===== src/rtl/debug_ram_arbiter.sv =====
// debug_ram_arbiter: shares the single port of the 1024x8 debug RAM between the
// display read path (absolute priority) and two round-robin write requesters.
// All RAM controls and grants are registered. Display data returns exactly 3
// cycles after disp_req.
// Optional feature macro: ARB_STARVE_EN adds per-writer wait counters and a
// sticky starvation flag. When the macro is undefined, o_starve is tied to 0.
module debug_ram_arbiter #(
  parameter int unsigned AW           = 10,
  parameter int unsigned DW           = 8,
  parameter int unsigned STARVE_LIMIT = 1023
) (
  input  logic          clk,
  input  logic          rst_n,
  input  logic          i_disp_req,
  input  logic [AW-1:0] i_disp_addr,
  output logic [DW-1:0] o_disp_data,
  output logic          o_disp_valid,
  input  logic          i_wa_req,
  input  logic [AW-1:0] i_wa_addr,
  input  logic [DW-1:0] i_wa_data,
  output logic          o_wa_gnt,
  input  logic          i_wb_req,
  input  logic [AW-1:0] i_wb_addr,
  input  logic [DW-1:0] i_wb_data,
  output logic          o_wb_gnt,
  output logic [AW-1:0] o_ram_addr,
  output logic [DW-1:0] o_ram_wdata,
  output logic          o_ram_we,
  input  logic [DW-1:0] i_ram_rdata,
  output logic          o_starve
);

  typedef enum logic [1:0] {
    OWN_IDLE = 2'd0,
    OWN_RD   = 2'd1,
    OWN_WA   = 2'd2,
    OWN_WB   = 2'd3
  } owner_t;

  owner_t        r_owner;
  logic          r_rr_b;        // 0: A wins a tie, 1: B wins a tie
  logic          r_wa_gnt;
  logic          r_wb_gnt;
  logic          r_ram_we;
  logic [AW-1:0] r_ram_addr;
  logic [DW-1:0] r_ram_wdata;
  logic          r_rd_d1;       // RAM read data arrives in this cycle
  logic          r_disp_valid;
  logic [DW-1:0] r_disp_data;

  logic          w_wa_elig;
  logic          w_wb_elig;
  owner_t        w_next_owner;

  // A writer being granted this cycle is masked so it is not granted twice
  assign w_wa_elig = i_wa_req & ~r_wa_gnt;
  assign w_wb_elig = i_wb_req & ~r_wb_gnt;

  // Next owner: display first, then round-robin between eligible writers
  always_comb begin
    w_next_owner = OWN_IDLE;
    if (i_disp_req) begin
      w_next_owner = OWN_RD;
    end else if (w_wa_elig && w_wb_elig) begin
      w_next_owner = r_rr_b ? OWN_WB : OWN_WA;
    end else if (w_wa_elig) begin
      w_next_owner = OWN_WA;
    end else if (w_wb_elig) begin
      w_next_owner = OWN_WB;
    end
  end

  // Owner register, RAM port drive, grants and round-robin pointer
  always_ff @(posedge clk or negedge rst_n) begin
    if (!rst_n) begin
      r_owner     <= OWN_IDLE;
      r_rr_b      <= 1'b0;
      r_wa_gnt    <= 1'b0;
      r_wb_gnt    <= 1'b0;
      r_ram_we    <= 1'b0;
      r_ram_addr  <= '0;
      r_ram_wdata <= '0;
    end else begin
      r_owner  <= w_next_owner;
      r_wa_gnt <= 1'b0;
      r_wb_gnt <= 1'b0;
      r_ram_we <= 1'b0;
      case (w_next_owner)
        OWN_RD: begin
          r_ram_addr <= i_disp_addr;
        end
        OWN_WA: begin
          r_ram_addr  <= i_wa_addr;
          r_ram_wdata <= i_wa_data;
          r_ram_we    <= 1'b1;
          r_wa_gnt    <= 1'b1;
          r_rr_b      <= 1'b1;
        end
        OWN_WB: begin
          r_ram_addr  <= i_wb_addr;
          r_ram_wdata <= i_wb_data;
          r_ram_we    <= 1'b1;
          r_wb_gnt    <= 1'b1;
          r_rr_b      <= 1'b0;
        end
        default: ;
      endcase
    end
  end

  // Fixed-latency read return: track the read through the RAM and register its data
  always_ff @(posedge clk or negedge rst_n) begin
    if (!rst_n) begin
      r_rd_d1      <= 1'b0;
      r_disp_valid <= 1'b0;
      r_disp_data  <= '0;
    end else begin
      r_rd_d1      <= (r_owner == OWN_RD);
      r_disp_valid <= r_rd_d1;
      if (r_rd_d1) begin
        r_disp_data <= i_ram_rdata;
      end
    end
  end

`ifdef ARB_STARVE_EN
  localparam int unsigned WAIT_W = $clog2(STARVE_LIMIT + 1);
  localparam logic [WAIT_W-1:0] WAIT_MAX = WAIT_W'(STARVE_LIMIT);

  logic [WAIT_W-1:0] r_wa_wait;
  logic [WAIT_W-1:0] r_wb_wait;
  logic              r_starve;

  // Saturating wait counters per writer and a sticky starvation flag
  always_ff @(posedge clk or negedge rst_n) begin
    if (!rst_n) begin
      r_wa_wait <= '0;
      r_wb_wait <= '0;
      r_starve  <= 1'b0;
    end else begin
      if (r_wa_gnt) begin
        r_wa_wait <= '0;
      end else if (i_wa_req && (r_wa_wait != WAIT_MAX)) begin
        r_wa_wait <= r_wa_wait + WAIT_W'(1);
      end
      if (r_wb_gnt) begin
        r_wb_wait <= '0;
      end else if (i_wb_req && (r_wb_wait != WAIT_MAX)) begin
        r_wb_wait <= r_wb_wait + WAIT_W'(1);
      end
      if ((r_wa_wait == WAIT_MAX) || (r_wb_wait == WAIT_MAX)) begin
        r_starve <= 1'b1;
      end
    end
  end

  assign o_starve = r_starve;
`else
  assign o_starve = 1'b0;
`endif

  assign o_wa_gnt     = r_wa_gnt;
  assign o_wb_gnt     = r_wb_gnt;
  assign o_ram_we     = r_ram_we;
  assign o_ram_addr   = r_ram_addr;
  assign o_ram_wdata  = r_ram_wdata;
  assign o_disp_valid = r_disp_valid;
  assign o_disp_data  = r_disp_data;

endmodule


===== config.mk =====
export PLATFORM = sky130hd
export DESIGN_NAME = debug_ram_arbiter
export DESIGN_NICKNAME = d
export VERILOG_FILES = /design/src/rtl/debug_ram_arbiter.sv
export SDC_FILE = /design/constraint.sdc
export NUM_CORES = 1
export LEC_CHECK = 0
export ABC_AREA = 0
export BUFFER_PORTS_ARGS = -buffer_cell sky130_fd_sc_hd__buf_2
export CAP_MARGIN = 20
export CORE_MARGIN = 3
export CORE_UTILIZATION = 40
export DETAILED_ROUTE_END_ITERATION = 6
export PLACE_DENSITY = 0.76
export REMOVE_ABC_BUFFERS = 1
export SYNTH_ARGS = -nofsm -noshare
export SYNTH_HDL_FRONTEND = slang
export SYNTH_SLANG_ARGS = --single-unit

===== constraint.sdc =====
create_clock -name clk -period 1.72 [get_ports clk]
set_input_delay 0.258 -clock clk [delete_from_list [all_inputs] [get_ports clk]]
set_output_delay 0.258 -clock clk [all_outputs]
set_load 0.05 [all_outputs]

# Yosys cells after proc, flatten, opt, wreduce, memory -nomap -nowiden
# Cells that the tools add are included.
# Widths: inputs -> output; s select.
# word_totals
wordCells	33
inputBits	59
register_bits	34
# op_classes
bitwise	4
muxes	11
reduce_logical	4
eq_ne	4
# op_table
op	n
$pmux 10 s3	1
$pmux 8 s2	1
$mux 2	4
$eq 2x1->1 const B	2
$eq 2x2->1 const B	2
$mux 1	4
$reduce_bool 3->1	1
$and 1x1->1	2
$not 1->1	2
$pmux 1 s2	1
$reduce_bool 2->1	1
$reduce_or 2->1	1
$logic_and 1x1->1	1

# Longest topological paths before layout
# depth
word_depth	9
ltp_mapped	5
mapped_depth_nobuf	3

# Least setup slack after synthesis
# Ideal clock, no wire load.
# synth_path
path_kind	reg2reg
from	reg r_wa_gnt (netlist: o_wa_gnt)
to	reg r_ram_addr[0] (netlist: o_ram_addr[0])
arrival_time_ps	1489
path_buffers	1
path_slack_ps	105
required_time_ps	1594
path_stages_with_launch	5
cell_sequence	dfrtp_1 > nand2b_4 > buf_2 > nor4b_2 > o32a_1
# synth_between
elab_chain_len	7
elab_cells_between_ends	11
cone_classes	3 x eq/ne; 4 x mux; 2 x bitwise; 2 x reduce/logical
# synth_rtl
item	line	source
from (decl)	42	logic r_wa_gnt;
from (signal assigned)	78	r_wa_gnt <= 1'b0;
from (signal assigned)	85	r_wa_gnt <= 1'b0;
from (signal assigned)	96	r_wa_gnt <= 1'b1;
$not 1->1 (*)	56	assign w_wa_elig = i_wa_req & ~r_wa_gnt;
$and 1x1->1 (*)	56	
$mux 2 or $logic_and 1x1->1 (tied branches)	66, 64	
$mux 2 (*)	64	end else if (w_wa_elig && w_wb_elig) begin
$mux 2 (*)	62	if (i_disp_req) begin
$eq 2x2->1 or $eq 2x1->1 (tied branches)	88	case (w_next_owner)
$pmux 10 s3 or $reduce_bool 3->1 (tied branches)	--	
to (signal assigned)	90	r_ram_addr <= i_disp_addr;
to (signal assigned)	93	r_ram_addr <= i_wa_addr;
to (signal assigned)	100	r_ram_addr <= i_wb_addr;
to (decl)	45	logic [AW-1:0] r_ram_addr;
# Mark *: on every way between the ends. The rest lies on a longest branch, timed or not.
# A chain may end at the register's enable or synchronous reset.

# Final worst setup path
# layout_path
from	reg r_wa_gnt (netlist: o_wa_gnt)
to	reg r_ram_wdata[6] (netlist: o_ram_wdata[6])
# layout_between
elab_chain_len	7
elab_cells_between_ends	10
cone_classes	2 x eq/ne; 4 x mux; 2 x bitwise; 2 x reduce/logical
# layout_rtl
item	line	source
$not 1->1 (*)	56	
$and 1x1->1 (*)	56	
$mux 2 or $logic_and 1x1->1 (tied branches)	66, 64	
$mux 2 (*)	64	
$mux 2 (*)	62	
$eq 2x2->1	88	
$pmux 8 s2 or $reduce_bool 2->1 (tied branches)	--	
to (signal assigned)	94	r_ram_wdata <= i_wa_data;
to (signal assigned)	101	r_ram_wdata <= i_wb_data;
to (decl)	46	logic [DW-1:0] r_ram_wdata;
# Marks and branches as above.

==> results.toml <==
[synthesis]
synth_seq_area_share_pct = 48.3
yosys_warnings = 0
avgSynthCellArea_um2 = 12.3
yosys-top-cells-area = "dfrtp_1, nor4b_1, nor4b_2, o32a_1, mux2_2"
yosysTopAreaCellShare_pct = 48.3
netlist_instances = 143
synth_seq_cells = 34
yosys.area.top_type = "dfrtp_1"
synth_area_um2 = 1760
synth.distinct_cells = 26

[clocking]
cts_tree = "yes"
cts_setup_buffers = 0
htree_levels = 2
holdBufCountCts = 0
cts.sinks = 34
cts.path.max_buffers = 2
cts.root.buffer_cell = "clkbuf_8"
cts_made_buffers = 5
path_clk_slew_ps = 70
clock_latency_ps = 290
cts-resized-gates = 0

[power]
swShare_pct = 35.8
internal-power_uw = 1780
power.leakage_uw = 0.00112
comb_power_share_pct = 32.5
p_switching_uw = 993
cellPowerDensity_nw_per_um2 = 1160
clockPowerShare_pct = 32.0
irDropWorstVdd_mv = 0.448
pwr-share-seq_pct = 35.5

[sta]
rsz0062_at_grt = "false"
drv_slew = 0
finalCritPeriodShare_pct = 83.5
worst_slew_pin_slew_ps = 757
setup_viol = 0
fmax_ghz = 0.697
slew_headroom_pct = 49.5
post-route-min-period_ps = 1440
fin_setup_tns_ps = 0
finalHoldViolations = 0
clock_skew_ps = 4.74

[worst_setup_path]
worst_setup_path_start_kind = "flop"
cp.required_ps = 1900
crit_fanout = 11
critPathKind = "flop to flop"
critPathTopFamily = "compound AO/OA/AOI/OAI gates"
end_kind = "flop"
cp_cell_sequence = "nand2b_4, a21o_1, a221o_1"
crit_buf_inv = 0
slowest_stage = "dfrtp_1"
cp_data_arrival_time_ps = 1610
critPathMaxStageDelay_ps = 410

[status]
status = "completed"

[finish]
postLayoutCellArea_um2 = 2390
utilization_pct = 58.0
num_antenna_cells = 0
syn_to_final_growth_pct = 35.4
mostFrequentLayoutCells = "buf_2, dfrtp_1, nor4b_1, buf_4"
seqCellArea_um2 = 851
nets = 290
nFillCells = 338
layout_commonest_cell = "buf_2"
layout-drive-gt1-share_pct = 55.2
multiInputGateArea_um2 = 802

[floorplan]
die_w_um = 72.4
coreArea_um2 = 4120
dieHeight_um = 72.4
fp.dieArea_um2 = 5240
initial_core_util_pct = 42.8
rows = 23
io_pins = 90

[global_route]
track_usage_pct = 17.6
grt_max_degree = 35
use_met1_pct = 22.9
grt_pass1_vias = 1517
antenna_found_initial = 0
overflow = 0
grt.busiest_layer = "met2"
grt.met3_usage_pct = 3.88
grt_pass1_wl_um = 7190
met2_usage_pct = 27.4

[route]
ant_nets = 0
viasPerCell = 5.46
dr.first_iter.drc_count = 88
drcViolationCount = 0
firstDrtPassIters = 4
vias = 1539
routedWlPerCell_um = 16.1
totalWireLength_um = 4550

[worst_hold_path]
hp-class = "input pin to async pin"

[placement]
placed_area_um2 = 2250
gp_congestion = 0.791
io_buffer_count = 88
place_hpwl_um = 3320

[flow_run]
maxCapViolCount = 0
## kinds of logic (layout without fill, tap and decap cells)
| family | count (synthesis) | in the layout | share of synthesized area (%) |
|---|---|---|---|
| and+or+nand+nor | 48 | 48 | 24.6 |
| buffers and inverters | 21 | 110 | 6.24 |
| muxes | 8 | 8 | 5.11 |
| AOI/OAI and AO/OA | 31 | 31 | 15.6 |
| DFF | 34 | 34 | 48.3 |
| other | 1 | 1 | 0.213 |
## metal layers
metal	wire, µm	up-vias
li1	-	733
met1	2010	723
met2	2050	71
met3	365	12
met4	129	0
met5	0	-
## power groups by stage
| stage | Clock (µW) | Combinational, µW | Sequential, µW |
|---|---|---|---|
| floorplan | 0 | 231 | 1370 |
| global placement | 0 | 897 | 995 |
| detailed placement | 0 | 908 | 996 |
| CTS | 894 | 907 | 984 |
| global route | 933 | 953 | 998 |
| finish | 888 | 902 | 984 |
## synth_stat cells (all sizes together)
cell	number
dfrtp	34
nor4b	28
buf	13
nand2	10
o31ai	10
o32a	10
a221o	8
mux2	8
clkbuf	5
inv	3
nor2b	3
nand2b	2
nor3	2
a21o	1
a21oi	1
and3b	1
conb	1
nor3b	1
o21bai	1
or3	1
## path summary, 6_finish.rpt
path / startpoint / end / slack (ps) / depth (start not counted)
min: rst_n / o_ram_we$_DFF_PN0_ / 30 / 1
min in group clk: i_wa_data[4] / o_ram_wdata[4]$_DFFE_PN0N_ / 190 / 2
max reg2reg: o_wa_gnt$_DFF_PN0_ / o_ram_wdata[6]$_DFFE_PN0N_ / 280 / 3
max in group asynchronous: rst_n / o_wb_gnt$_DFF_PN0_ / 1210 / 1
min reg2reg: r_owner[1]$_DFF_PN0_ / r_rd_d1$_DFF_PN0_ / 390 / 1
max: o_wa_gnt$_DFF_PN0_ / o_ram_wdata[6]$_DFFE_PN0N_ / 280 / 3
## worst register-to-register path, delay by kind of cell, from the launching register on
kind,cells,cell delay (ps)
compound gates,2,710
flops,1,410
simple gates,1,200
## cell type report
| class | instances | share of cell area, % |
|---|---|---|
| Tap cell | 50 | 2.62 |
| Inverter | 3 | 0.472 |
| Clock buffer | 5 | 2.88 |
| Sequential cell | 34 | 35.6 |
| Clock inverter | 3 | 2.88 |
| Timing Repair Buffer | 99 | 21.9 |
| Multi-Input combinational cell | 88 | 33.6 |
## per-stage QoR
stage	cells	setup slack (ps)	hold WS [ps]	total power [µW]
floorplan	125	-176	-37.6	1610
global placement	274	330	355	1890
detailed placement	274	286	363	1900
CTS	282	275	45.3	2790
global route	282	210	83.5	2880
finish	282	284	29.0	2770
## flip-flops by register name, summed over array words and instances (netlist names)
register,flops
o_disp_data,8
o_disp_valid,1
o_ram_we,1
r_rd_d1,1
o_ram_addr,10
r_owner,2
o_wb_gnt,1
o_wa_gnt,1
r_rr_b,1
o_ram_wdata,8
(Power assumes the default switching activity.)
